## config.mk

```make
export PLATFORM = sky130hd
export DESIGN_NAME = fstore_port_arb
export DESIGN_NICKNAME = d
export VERILOG_FILES = /design/src/rtl/fstore_pkg.sv /design/src/rtl/fstore_cursor.sv /design/src/rtl/fstore_port_arb.sv
export SDC_FILE = /design/constraint.sdc
export NUM_CORES = 1
export LEC_CHECK = 0
export CAP_MARGIN = 5
export CELL_PAD_IN_SITES_DETAIL_PLACEMENT = 0
export CELL_PAD_IN_SITES_GLOBAL_PLACEMENT = 1
export CORE_ASPECT_RATIO = 0.7
export CORE_MARGIN = 2
export CORE_UTILIZATION = 30
export CTS_CLUSTER_SIZE = 10
export DETAILED_ROUTE_END_ITERATION = 8
export GPL_TIMING_DRIVEN = 1
export PLACE_DENSITY = 0.8
export REMOVE_ABC_BUFFERS = 1
export SYNTH_ARGS = -nofsm -noshare
export SYNTH_HDL_FRONTEND = slang
export SYNTH_SLANG_ARGS = --single-unit
```

## constraint.sdc

```tcl
create_clock -name clk -period 5.35 [get_ports clk]
set_clock_uncertainty 0.2 [all_clocks]
set_input_delay 0.535 -clock clk [delete_from_list [all_inputs] [get_ports clk]]
set_output_delay 0.535 -clock clk [all_outputs]
set_load 0.05 [all_outputs]
```

## src/rtl/fstore_pkg.sv

```systemverilog
// Shared definitions for the frame-store port B access logic.
// Frame geometry, the fill character, the ASCII control codes handled by the
// character path, and the enums used by the arbiter.
package fstore_pkg;

  localparam int unsigned FS_COLS_LOG2 = 7;
  localparam int unsigned FS_ROWS_LOG2 = 6;
  localparam int unsigned FS_ADDR_W    = FS_COLS_LOG2 + FS_ROWS_LOG2;
  localparam logic [7:0]  FS_BLANK_CH  = 8'h20;

  localparam logic [6:0] FS_BS = 7'h08;
  localparam logic [6:0] FS_LF = 7'h0A;
  localparam logic [6:0] FS_FF = 7'h0C;
  localparam logic [6:0] FS_CR = 7'h0D;

  typedef enum logic {ST_CLEAR, ST_RUN} state_t;
  typedef enum logic {GNT_CHAR, GNT_HOST} gnt_t;

endpackage

```

## src/rtl/fstore_cursor.sv

```systemverilog
// Terminal cursor and character decode for the frame-store character path.
// Ports:
//   clk, rst        clock, synchronous active-high reset
//   home            force cursor to row 0 / col 0 (clear screen)
//   step            character in ch accepted this cycle; advance cursor
//   ch              character under decode
//   row, col        registered cursor position
//   wr              character needs a frame-store write
//   wr_addr/wr_data address/data of that write
//   ff              character is form feed (caller starts a clear)
module fstore_cursor
  import fstore_pkg::*;
#(
  parameter int unsigned  COLS_LOG2 = FS_COLS_LOG2,
  parameter int unsigned  ROWS_LOG2 = FS_ROWS_LOG2,
  parameter logic [7:0]   BLANK_CH  = FS_BLANK_CH,
  localparam int unsigned ADDR_W    = COLS_LOG2 + ROWS_LOG2
) (
  input  logic                 clk,
  input  logic                 rst,
  input  logic                 home,
  input  logic                 step,
  input  logic [6:0]           ch,
  output logic [ROWS_LOG2-1:0] row,
  output logic [COLS_LOG2-1:0] col,
  output logic                 wr,
  output logic [ADDR_W-1:0]    wr_addr,
  output logic [7:0]           wr_data,
  output logic                 ff
);

  logic [ROWS_LOG2-1:0] row_nx;
  logic [COLS_LOG2-1:0] col_nx;
  logic [ROWS_LOG2-1:0] row_inc;
  logic [COLS_LOG2-1:0] col_inc;
  logic [COLS_LOG2-1:0] col_dec;

  // Row increment wraps from the last row to row 0; there is no scrolling.
  assign row_inc = row + ROWS_LOG2'(1);
  assign col_inc = col + COLS_LOG2'(1);
  assign col_dec = col - COLS_LOG2'(1);

  always_comb begin
    row_nx  = row;
    col_nx  = col;
    wr      = 1'b0;
    wr_addr = {row, col};
    wr_data = {1'b0, ch};
    ff      = 1'b0;
    if (ch >= 7'h20 && ch <= 7'h7E) begin
      wr = 1'b1;
      if (col == '1) begin
        col_nx = '0;
        row_nx = row_inc;
      end else begin
        col_nx = col_inc;
      end
    end else begin
      case (ch)
        FS_LF: begin
          col_nx = '0;
          row_nx = row_inc;
        end
        FS_CR: col_nx = '0;
        FS_BS: begin
          if (col != '0) begin
            col_nx  = col_dec;
            wr      = 1'b1;
            wr_addr = {row, col_dec};
            wr_data = BLANK_CH;
          end
        end
        FS_FF:   ff = 1'b1;
        default: ;
      endcase
    end
  end

  always_ff @(posedge clk) begin
    if (rst || home) begin
      row <= '0;
      col <= '0;
    end else if (step) begin
      row <= row_nx;
      col <= col_nx;
    end
  end

endmodule

```

## src/rtl/fstore_port_arb.sv

```systemverilog
// Frame-store port B sequencer: clear engine, terminal character stream and
// host word port share one registered RAM port.
// Ports:
//   clk, rst                          clock, synchronous active-high reset
//   ch_valid, ch_data, ch_ready       character stream handshake
//   host_req/we/addr/wdata, host_gnt  host access request and grant
//   host_rvalid, host_rdata           host read return (2 cycles after grant)
//   clr_req, busy                     clear request pulse, clear engine active
//   cursor_row, cursor_col            terminal cursor position
//   fb_addr/din/we/en, fb_dout        frame-store port B
module fstore_port_arb
  import fstore_pkg::*;
#(
  parameter int unsigned  COLS_LOG2 = FS_COLS_LOG2,
  parameter int unsigned  ROWS_LOG2 = FS_ROWS_LOG2,
  parameter logic [7:0]   BLANK_CH  = FS_BLANK_CH,
  localparam int unsigned ADDR_W    = COLS_LOG2 + ROWS_LOG2
) (
  input  logic                 clk,
  input  logic                 rst,
  input  logic                 ch_valid,
  input  logic [6:0]           ch_data,
  output logic                 ch_ready,
  input  logic                 host_req,
  input  logic                 host_we,
  input  logic [ADDR_W-1:0]    host_addr,
  input  logic [7:0]           host_wdata,
  output logic                 host_gnt,
  output logic                 host_rvalid,
  output logic [7:0]           host_rdata,
  input  logic                 clr_req,
  output logic                 busy,
  output logic [ROWS_LOG2-1:0] cursor_row,
  output logic [COLS_LOG2-1:0] cursor_col,
  output logic [ADDR_W-1:0]    fb_addr,
  output logic [7:0]           fb_din,
  output logic                 fb_we,
  output logic                 fb_en,
  input  logic [7:0]           fb_dout
);

  state_t              state, state_nx;
  gnt_t                last_gnt;
  logic [ADDR_W-1:0]   clr_cnt;
  logic                host_win, char_win, go_clear;
  logic                cur_wr, cur_ff;
  logic [ADDR_W-1:0]   cur_addr;
  logic [7:0]          cur_data;

  fstore_cursor #(
    .COLS_LOG2 (COLS_LOG2),
    .ROWS_LOG2 (ROWS_LOG2),
    .BLANK_CH  (BLANK_CH)
  ) u_cursor (
    .clk     (clk),
    .rst     (rst),
    .home    (go_clear),
    .step    (char_win),
    .ch      (ch_data),
    .row     (cursor_row),
    .col     (cursor_col),
    .wr      (cur_wr),
    .wr_addr (cur_addr),
    .wr_data (cur_data),
    .ff      (cur_ff)
  );

  // Round-robin between host and character stream; clr_req suppresses both.
  always_comb begin
    host_win = 1'b0;
    char_win = 1'b0;
    if (state == ST_RUN && !clr_req) begin
      if (host_req && (!ch_valid || last_gnt == GNT_CHAR)) host_win = 1'b1;
      else if (ch_valid)                                   char_win = 1'b1;
    end
  end

  assign host_gnt = host_win;
  assign ch_ready = char_win;
  assign go_clear = clr_req | (char_win & cur_ff);
  assign busy     = (state == ST_CLEAR);

  always_comb begin
    state_nx = state;
    if (go_clear)                              state_nx = ST_CLEAR;
    else if (state == ST_CLEAR && clr_cnt == '1) state_nx = ST_RUN;
  end

  always_ff @(posedge clk) begin
    if (rst) state <= ST_CLEAR;
    else     state <= state_nx;
  end

  // Read data is exposed only in the rvalid cycle, when fb_dout holds the
  // word addressed two cycles earlier.
  assign host_rdata = host_rvalid ? fb_dout : '0;

  always_ff @(posedge clk) begin
    if (rst) begin
      clr_cnt     <= '0;
      last_gnt    <= GNT_CHAR;
      fb_en       <= 1'b0;
      fb_we       <= 1'b0;
      fb_addr     <= '0;
      fb_din      <= BLANK_CH;
      host_rvalid <= 1'b0;
    end else begin
      fb_en       <= 1'b0;
      fb_we       <= 1'b0;
      // Only the host issues reads, so a read on the port means a host read.
      host_rvalid <= fb_en & ~fb_we;
      if (state == ST_CLEAR) begin
        fb_en   <= 1'b1;
        fb_we   <= 1'b1;
        fb_addr <= clr_cnt;
        fb_din  <= BLANK_CH;
        clr_cnt <= clr_cnt + ADDR_W'(1);
      end else if (host_win) begin
        last_gnt <= GNT_HOST;
        fb_en    <= 1'b1;
        fb_we    <= host_we;
        fb_addr  <= host_addr;
        fb_din   <= host_wdata;
      end else if (char_win) begin
        last_gnt <= GNT_CHAR;
        if (cur_wr) begin
          fb_en   <= 1'b1;
          fb_we   <= 1'b1;
          fb_addr <= cur_addr;
          fb_din  <= cur_data;
        end
      end
      if (go_clear) clr_cnt <= '0;
    end
  end

endmodule

```

==> results.sh, run 1 <==
export IMPL_outcome="finished, final reports clean"
export IMPL_place_hpwl_um=6030
export IMPL_grt_most_used_layer="met1"
export IMPL_maxSlewViolCount=0
export IMPL_netlist_area_um2=2750
export IMPL_viasPerCell=5.13
export IMPL_arrival_ps=2880
export IMPL_switching_share_pct=23.7
export IMPL_synthDistinctLibCells=60
export IMPL_syn_inst=337
export IMPL_antenna_found_initial=0
export IMPL_rows=29
export IMPL_fp_dieW_um=118
export IMPL_hold_viol=0
export IMPL_sequentialPowerShare_pct=49.4
export IMPL_rr_worst_depth=6
export IMPL_r2r_end="u_cursor.col[3]"
export IMPL_fmax_mhz=276
export IMPL_num_vias=2760
export IMPL_startpoint="clr_req"
export IMPL_clk_latency_ps=290
export IMPL_wire_per_inst_um=15.5
export IMPL_gp_congestion=0.876
export IMPL_rsz0062_at_grt="false"
export IMPL_synth_edf_count=0
export IMPL_antenna_cells=0
export IMPL_endpoint="ch_ready"
export IMPL_cts_buffers=5
export IMPL_postLayoutCellArea_um2=3870
export IMPL_drc=0
export IMPL_seqCellArea_um2=1040
export IMPL_multi_input_area_um2=1600
export IMPL_die_h_um=84.1
export IMPL_cts_resized=0
export IMPL_grt_pass1_vias=2596
export IMPL_synth_seq_area_share_pct=37.8
export IMPL_max_slew_margin_pct=35.4
export IMPL_synth_avg_cell_area_um2=8.16
export IMPL_grt_max_degree=30
export IMPL_fin_nets=460
export IMPL_clkPwrFrac_pct=41.4
export IMPL_total_power_w=0.000792
export IMPL_ios=90
export IMPL_finalSetupViolCount=0
export IMPL_ys_seq_elements=52
export IMPL_fillers=910
export IMPL_core_area_um2=9000
export IMPL_dr_pass1_iters=4
export IMPL_path_max_fanout=12
export IMPL_async_flop_share_pct=0
export IMPL_rr_startpoint="state"
export IMPL_startpoint_type="input port"
export IMPL_grt_use_met1_pct=24.8
export IMPL_clk_pin_slew_ps=80
export IMPL_cp_end_kind="primary output"
export IMPL_use_met2_pct=24.7
export IMPL_root_buffer="clkbuf_16"
export IMPL_wirelength_um=8340
export IMPL_max_vdd_ir_drop_mv=0.109
export IMPL_p_sw_w=0.000188
export IMPL_use_met3_pct=4.37
export IMPL_port_buffers=89
export IMPL_synth_area_leaders="dfxtp_1 (38%), nor2_1 (6.7%), nand2_1 (4.5%)"
export IMPL_area_growth_pct=40.8
export IMPL_r2r_slack_ps=2450
export IMPL_gr_usage_all_layers_pct=16.8
export IMPL_p_leak_nw=1.27
export IMPL_period_share_pct=67.7
export IMPL_maxCapViolations=0
export IMPL_power_density_nw_per_um2=204
export IMPL_htreeDepth=2
export IMPL_ys_flop_type="dfxtp_1"
export IMPL_cts_setup_buffers=0
export IMPL_ys_warn_count=0
export IMPL_yosysTopAreaCell="dfxtp_1"
export IMPL_fin_crit_ps=3620
export IMPL_internal_power_w=0.000604
export IMPL_setup_tns_ps=0
export IMPL_start_util_pct=30.6
export IMPL_place_area_um2=3720
export IMPL_drtAntennaViolNets=0
export IMPL_cts_tree="built"
export IMPL_clockBufferDepth=2
export IMPL_min_path_type="flop to flop"
export IMPL_hold_buffers=0
export IMPL_grt_first_pass_wirelength_um=13700
export IMPL_synth_top_area_share_pct=37.8
export IMPL_cts_sinks=52
export IMPL_crit_type="input port to primary output"
export IMPL_overflow=0
export IMPL_worst_pin_slew_ps=969
export IMPL_drive_above_1_share_pct=6.28
export IMPL_dieArea_um2=9970
export IMPL_cp_data_required_time_ps=4620
export IMPL_combPwrFrac_pct=9.2
export IMPL_drt_initial_drc_count=272
[synth_stat cells, types with 6 or more instances]
cell      instances
a21oi_1          19
a22oi_1           8
and2_1           11
clkbuf_1         17
dfxtp_1          52
nand2_1          33
nand3_1          14
nand4_1           7
nor2_1           49
nor3_1           10
o221a_2           6
xnor2_1           7
xor2_1           12
[layout by cell type (no fill, tap or decap), types with 2 or more instances in the layout]
cell type | synthesis | final
o22ai_1 | 5 | 5
a21oi_1 | 19 | 19
nand2_1 | 33 | 33
a2bb2oi_1 | 2 | 2
ha_1 | 5 | 5
or3_1 | 2 | 2
nor2b_1 | 4 | 4
inv_6 | 0 | 2
dfxtp_1 | 52 | 52
nand3b_1 | 2 | 2
clkbuf_16 | 0 | 5
nor3_1 | 10 | 10
nor4_1 | 4 | 4
xor2_1 | 12 | 12
clkdlybuf4s50_1 | 0 | 89
buf_4 | 1 | 2
mux2i_1 | 2 | 2
a22oi_1 | 8 | 8
a311oi_2 | 2 | 2
o221a_2 | 6 | 6
nand4_1 | 7 | 7
o31ai_1 | 2 | 2
and2_1 | 11 | 11
a211oi_1 | 3 | 3
nor2_1 | 49 | 49
and3_1 | 4 | 4
a31oi_1 | 3 | 3
xnor2_1 | 7 | 7
a211o_1 | 5 | 5
a311oi_1 | 3 | 3
o21ai_0 | 5 | 5
nand2b_1 | 3 | 3
inv_1 | 5 | 5
nand3_1 | 14 | 14
[state kept, by name (all words and copies together), names as in the netlist, 6 cells and up]
name          flops
clr_cnt          13
fb_addr          13
fb_din            8
u_cursor.col      7
u_cursor.row      6
[per-layer routing]
metal | vias up | wire length [um]
met5 | - | 0
met4 | 0 | 60
met3 | 6 | 706
met2 | 103 | 3450
met1 | 1280 | 4120
li1 | 1371 | -
[logic make-up after synthesis]
| kind of cell | Yosys count | synth area share, % |
|---|---|---|
| muxes | 3 | 1.14 |
| and+or+nand+nor | 152 | 27.1 |
| buffers and inverters | 28 | 4.00 |
| adders and majority gates | 5 | 2.27 |
| AOI/OAI and AO/OA | 78 | 21.6 |
| xor gates and xnor gates | 19 | 6.05 |
| DFF | 52 | 37.8 |
[per-stage QoR]
stage / utilization (%) / std cells / hold slack, ps / setup WS [ps]
finish: 43.1 / 538 / 218 / 1730
global route: 43.1 / 538 / 234 / 1570
CTS: 43.1 / 538 / 220 / 1710
detailed placement: 41.4 / 530 / 209 / 1730
global placement: 41.4 / 530 / 218 / 1790
floorplan: - / 315 / 284 / 1910
[power groups by stage]
stage	registers [W]	clock network (W)	logic [W]
6_report	0.000391	0.000328	0.0000727
5_1_grt	0.000392	0.000353	0.0000775
4_1_cts	0.000391	0.000337	0.0000729
3_5_place_dp	0.000400	0	0.0000724
3_3_place_gp	0.000400	0	0.0000723
2_1_floorplan	0.000405	0	0.0000197
[critical path, stage by stage]
cell and delay, ps:
clkdlybuf4s50_1 430, nor2b_1 190, nand2_1 100, nor2_1 680, clkdlybuf4s50_1 950
[how the worst min path moves through the flow]
stage,from,to,slack [ps],cells after the start
6_report,fb_we,host_rvalid,220,1
5_1_grt,fb_we,host_rvalid,230,1
4_1_cts,fb_we,host_rvalid,220,1
3_5_place_dp,fb_we,host_rvalid,210,1
3_3_place_gp,fb_we,host_rvalid,220,1
2_1_floorplan,clr_cnt[4],fb_addr[4],280,2
[area by class of cell]
class                   instances  area share (%)
clock buffers                   5            3.23
clock inverters                 3           0.646
inverters                       6           0.581
multi-input cells             257            41.3
flip-flops and latches         52            26.9
well taps                     124            4.00
repair buffers                 91            23.4
No activity file was read; power rests on OpenSTA's default activity.
==> run 2: changes to the inputs <==
==> constraint.sdc (replaced) <==
create_clock -name clk -period 3.4 [get_ports clk]
set_clock_uncertainty 0.2 [all_clocks]
set_input_delay 0.34 -clock clk [delete_from_list [all_inputs] [get_ports clk]]
set_output_delay 0.34 -clock clk [all_outputs]
set_load 0.05 [all_outputs]
==> results.sh, run 2 (synthesis gave the netlist of run 1 again) <==
export IMPL_place_hpwl_um=6280
export IMPL_crit_type="input port to flop"
export IMPL_setup_ws_ps=452
export IMPL_outcome="finished, final reports clean"
export IMPL_core_area_um2=9000
export IMPL_clk_pin_slew_ps=70
export IMPL_cp_end_kind="flop"
export IMPL_power_density_nw_per_um2=325
export IMPL_final_util_pct=44.3
export IMPL_maxCapViolations=0
export IMPL_clk_latency_ps=280
export IMPL_hold_viol=0
export IMPL_max_vdd_ir_drop_mv=0.153
export IMPL_num_vias=2836
export IMPL_max_slew_margin_pct=63.6
export IMPL_period_share_pct=86.7
export IMPL_cp_data_required_time_ps=3400
export IMPL_critPathTopFamily="simple AND/OR/NAND/NOR gates"
export IMPL_finalSetupViolCount=0
export IMPL_fillers=912
export IMPL_viasPerCell=5.18
export IMPL_rr_startpoint="u_cursor.col[0]"
export IMPL_largestRegisters="clr_cnt: 13 flops, fb_addr: 13 flops, fb_din: 8 flops"
export IMPL_wire_per_inst_um=15.3
export IMPL_gr_usage_all_layers_pct=16.8
export IMPL_layout_common_cells="clkdlybuf4s50_1 (87), dfxtp_1 (52), nor2_1 (49)"
export IMPL_drt_initial_drc_count=213
export IMPL_rows=29
export IMPL_path_cells="clkdlybuf4s50_1 > or4b_4 > or4_4 > o21ai_4 > o21a_1 > a21oi_1 > a311oi_1"
export IMPL_root_buffer="clkbuf_16"
export IMPL_r2r_end="u_cursor.row[4]"
export IMPL_grt_first_pass_wirelength_um=13700
export IMPL_overflow=0
export IMPL_grt_pass1_vias=2612
export IMPL_p_leak_nw=1.34
export IMPL_drc=0
export IMPL_total_power_w=0.00130
export IMPL_startpoint_type="input port"
export IMPL_hold_depth=1
export IMPL_postLayoutCellArea_um2=3980
export IMPL_cts_setup_buffers=0
export IMPL_grt_max_degree=30
export IMPL_dieArea_um2=9970
export IMPL_port_buffers=89
export IMPL_dp_slack_ps=166
export IMPL_area_growth_pct=44.8
export IMPL_rsz0062_at_grt="false"
export IMPL_critPathSlowestCell="or4b_4"
export IMPL_fin_nets=470
export IMPL_min_path_type="flop to flop"
export IMPL_hold_buffers=0
export IMPL_wirelength_um=8380
export IMPL_r2r_slack_ps=700
export IMPL_die_h_um=84.1
export IMPL_dr_pass1_iters=4
export IMPL_fp_dieW_um=118
export IMPL_antenna_cells=0
export IMPL_hold_end="host_rvalid"
export IMPL_path_max_fanout=13
export IMPL_drtAntennaViolNets=0
export IMPL_max_stage_delay_ps=550
export IMPL_timing_hold_ws_ps=228
export IMPL_path_buf_inv=1
export IMPL_antenna_found_initial=0
export IMPL_rr_worst_depth=7
export IMPL_start_util_pct=30.6
export IMPL_clockBufferDepth=2
export IMPL_mostFrequentLayoutCell="clkdlybuf4s50_1"
export IMPL_arrival_ps=2950
export IMPL_fmax_mhz=339
export IMPL_cts_buffers=5
export IMPL_htreeDepth=2
export IMPL_fin_crit_ps=2950
export IMPL_place_area_um2=3820
export IMPL_maxSlewViolCount=0
export IMPL_ios=90
export IMPL_worst_pin_slew_ps=544
export IMPL_cts_sinks=52
export IMPL_cts_tree="built"
export IMPL_cts_resized=0
export IMPL_drive_above_1_share_pct=8.73
export IMPL_gp_congestion=0.874
export IMPL_hold_start="fb_we"
## run 2: cell count changes in the layout (fill, tap and decap cells not counted)
cell	delta
clkinv_2	+1
buf_4	+10
clkbuf_1	+1
clkinvlp_4	-1
bufinv_16	+1
inv_6	-2
clkdlybuf4s50_1	-2
buf_12	+2
## run 2: how the worst max path moves through the flow
| stage | slack [ps] | to | cells past startpoint | startpoint |
|---|---|---|---|---|
| 2_1_floorplan | -40 | fb_addr[2] | 6 | state |
| 3_3_place_gp | 210 | u_cursor.col[3] | 7 | ch_data[3] |
| 3_5_place_dp | 170 | u_cursor.col[4] | 7 | ch_data[3] |
| 4_1_cts | 480 | u_cursor.col[4] | 7 | ch_data[3] |
| 5_1_grt | 300 | u_cursor.col[2] | 7 | ch_data[6] |
| 6_report | 450 | u_cursor.col[4] | 7 | ch_data[6] |
## run 2: cell type report
cell class / instances / area [um2] / area share (%)
flip-flops and latches: 52 / 1040 / 26.1
repair buffers: 101 / 1000 / 25.1
multi-input cells: 257 / 1600 / 40.2
clock inverters: 2 / 35.0 / 0.879
well taps: 124 / 155 / 3.89
inverters: 6 / 22.5 / 0.565
clock buffers: 6 / 129 / 3.23
## run 2: report_power, final
part	switching, W	total, W	internal [W]	leakage [nW]
clock	0.000215	0.000561	0.000346	0.0808
sequential	0.00000319	0.000616	0.000612	0.420
combinational	0.0000552	0.000119	0.0000634	0.840
## run 2: layer usage
metal  global-route usage [%]  wire, um  vias to the layer above
li1                         -         -                     1390
met1                     23.6      4030                     1336
met2                     26.7      3600                      105
met3                     4.17       713                        5
met4                     2.27        35                        0
met5                        0         0                        -
## run 2: per-stage QoR
step | setup TNS (ps) | cells
floorplan | -44.7 | 315
global placement | 0 | 540
detailed placement | 0 | 540
CTS | 0 | 548
global route | 0 | 548
finish | 0 | 548
==> run 3: changes to the inputs <==
--- a/config.mk
+++ b/config.mk
@@ -5,6 +5,7 @@
 export SDC_FILE = /design/constraint.sdc
 export NUM_CORES = 1
 export LEC_CHECK = 0
+export ABC_AREA = 1
 export CAP_MARGIN = 5
 export CELL_PAD_IN_SITES_DETAIL_PLACEMENT = 0
 export CELL_PAD_IN_SITES_GLOBAL_PLACEMENT = 1
@@ -14,7 +15,7 @@
 export CTS_CLUSTER_SIZE = 10
 export DETAILED_ROUTE_END_ITERATION = 8
 export GPL_TIMING_DRIVEN = 1
-export PLACE_DENSITY = 0.8
+export PLACE_DENSITY = 0.81
 export REMOVE_ABC_BUFFERS = 1
 export SYNTH_ARGS = -nofsm -noshare
 export SYNTH_HDL_FRONTEND = slang
==> results.sh, run 3 <==
export IMPL_fin_nets=598
export IMPL_seqCellArea_um2=1040
export IMPL_synth_top_family_by_area="simple AND/OR/NAND/NOR gates"
export IMPL_synthMuxAreaShare_pct=0
export IMPL_critPathSlowestCell="clkdlybuf4s50_1"
export IMPL_rr_startpoint="state"
export IMPL_gp_congestion=0.912
export IMPL_ys_warn_count=0
export IMPL_core_area_um2=9830
export IMPL_path_max_fanout=10
export IMPL_finalSetupViolCount=0
export IMPL_wirelength_um=9390
export IMPL_dieArea_um2=11100
export IMPL_root_buffer="clkbuf_16"
export IMPL_drive_above_1_share_pct=7.43
export IMPL_clk_pin_slew_ps=70
export IMPL_netlist_area_um2=3070
export IMPL_arrival_ps=2290
export IMPL_hold_end="host_rvalid"
export IMPL_grt_first_pass_wirelength_um=15200
export IMPL_max_stage_delay_ps=830
export IMPL_wire_per_inst_um=13.8
export IMPL_gr_usage_all_layers_pct=17.3
export IMPL_overflow=0
export IMPL_cts_resized=0
export IMPL_synth_avg_cell_area_um2=6.57
export IMPL_cp_end_kind="primary output"
export IMPL_hold_viol=0
export IMPL_synthAdderAreaFrac_pct=2.04
export IMPL_hold_depth=1
export IMPL_area_growth_pct=37.3
export IMPL_rsz0062_at_grt="false"
export IMPL_async_flop_share_pct=0
export IMPL_setup_tns_ps=0
export IMPL_cts_buffers=5
export IMPL_min_path_type="flop to flop"
export IMPL_port_buffers=89
export IMPL_hold_buffers=0
export IMPL_path_cells="clkdlybuf4s50_1 > nand2_1 > nand2_1 > nand4_2 > inv_4 > clkdlybuf4s50_1"
export IMPL_num_vias=3215
export IMPL_largestRegisters="clr_cnt: 13 flops, fb_addr: 13 flops, fb_din: 8 flops"
export IMPL_place_hpwl_um=7130
export IMPL_drc=0
export IMPL_htreeDepth=2
export IMPL_maxSlewViolCount=0
export IMPL_worst_pin_slew_ps=525
export IMPL_clockBufferDepth=2
export IMPL_grt_pass1_vias=2944
export IMPL_drtAntennaViolNets=0
export IMPL_max_slew_margin_pct=64.9
export IMPL_viasPerCell=4.73
export IMPL_fillers=1012
export IMPL_cp_data_required_time_ps=2860
export IMPL_r2r_end="fb_addr[5]"
export IMPL_synth_compound_area_share_pct=14.3
export IMPL_rows=30
export IMPL_cts_tree="built"
export IMPL_yosysTopAreaCell="dfxtp_1"
export IMPL_dr_pass1_iters=5
export IMPL_yosys_top_cells_count="nand2_1 (124), nor2_1 (66), dfxtp_1 (52)"
export IMPL_multi_input_area_um2=1760
export IMPL_total_power_w=0.00127
export IMPL_start_util_pct=31.2
export IMPL_cts_setup_buffers=0
export IMPL_layout_common_cells="nand2_1 (124), clkdlybuf4s50_1 (89), nor2_1 (66)"
export IMPL_synth_area_leaders="dfxtp_1 (34%), nand2_1 (15%), nor2_1 (8.1%)"
export IMPL_p_leak_nw=1.73
export IMPL_fmax_mhz=354
export IMPL_r2r_slack_ps=1240
export IMPL_ys_flop_type="dfxtp_1"
export IMPL_synthDistinctLibCells=31
export IMPL_ys_seq_elements=52
export IMPL_cts_sinks=52
export IMPL_drt_initial_drc_count=208
export IMPL_startpoint_type="input port"
export IMPL_post_synth_top_count_cell="nand2_1"
export IMPL_rr_worst_depth=9
export IMPL_period_share_pct=83.1
export IMPL_synth_edf_count=0
export IMPL_antenna_cells=0
export IMPL_fp_dieW_um=125
export IMPL_ios=90
export IMPL_syn_inst=467
export IMPL_power_density_nw_per_um2=301
export IMPL_die_h_um=88.6
export IMPL_synth_seq_area_share_pct=33.9
export IMPL_fin_crit_ps=2830
export IMPL_synth_top_area_share_pct=33.9
export IMPL_clk_latency_ps=300
export IMPL_mostFrequentLayoutCell="nand2_1"
export IMPL_crit_type="input port to primary output"
export IMPL_outcome="finished, final reports clean"
export IMPL_synthSimpleGateAreaFrac_pct=36.3
export IMPL_maxCapViolations=0
export IMPL_grt_max_degree=24
export IMPL_antenna_found_initial=0
export IMPL_hold_start="fb_we"
export IMPL_synth_xor_area_share_pct=4.56
export IMPL_max_vdd_ir_drop_mv=0.187
==> run 3: routing by layer <==
layer	GRT usage, %	vias up	share of wire [%]
met3	4.29	8	7.4
li1	-	1658	-
met5	0	-	0
met4	3.64	0	0.82
met1	25.4	1440	53
met2	25.7	109	39
==> run 3: through the flow <==
stage | cell area (um2) | hold slack, ps | utilization, % | cells | worst slack [ps]
6_report | 4220 | 223 | 42.9 | 680 | 573
2_1_floorplan | 2990 | 209 | - | 451 | 1110
5_1_grt | 4220 | 240 | 42.9 | 680 | 469
3_5_place_dp | 4070 | 219 | 41.3 | 672 | 603
3_3_place_gp | 4070 | 202 | 41.3 | 672 | 631
4_1_cts | 4220 | 229 | 42.9 | 680 | 596
==> run 3: worst max path at each step <==
stage | startpoint | end | depth (start not counted)
2_1_floorplan | state | fb_addr[0] | 9
3_3_place_gp | ch_valid | ch_ready | 6
3_5_place_dp | ch_valid | ch_ready | 6
4_1_cts | ch_valid | ch_ready | 6
5_1_grt | ch_valid | ch_ready | 6
6_report | ch_valid | ch_ready | 6
==> run 3: critical path, delay by kind of cell <==
family,cells,cell delay [ps]
simple gates,3,400
buf+inv,3,1530
==> run 3: area by class of cell <==
type	instances	area share (%)
sequential	52	24.7
timing repair buffer	93	21.8
tap	128	3.80
multi-input combinational	350	41.7
clock buffer	7	3.38
clock inverter	1	0.178
inverter	49	4.42
==> run 3: cells by family after synthesis <==
| family | Yosys count |
|---|---|
| compound gates | 82 |
| flops | 52 |
| buf+inv | 65 |
| fa+ha+maj | 5 |
| xor+xnor | 16 |
| simple gates | 247 |
==> run 3: power breakdown <==
part / switching (W) / internal, W
combinational: 0.0000634 / 0.0000612
clock: 0.000235 / 0.000294
sequential: 0.00000380 / 0.000612
total: 0.000302 / 0.000968
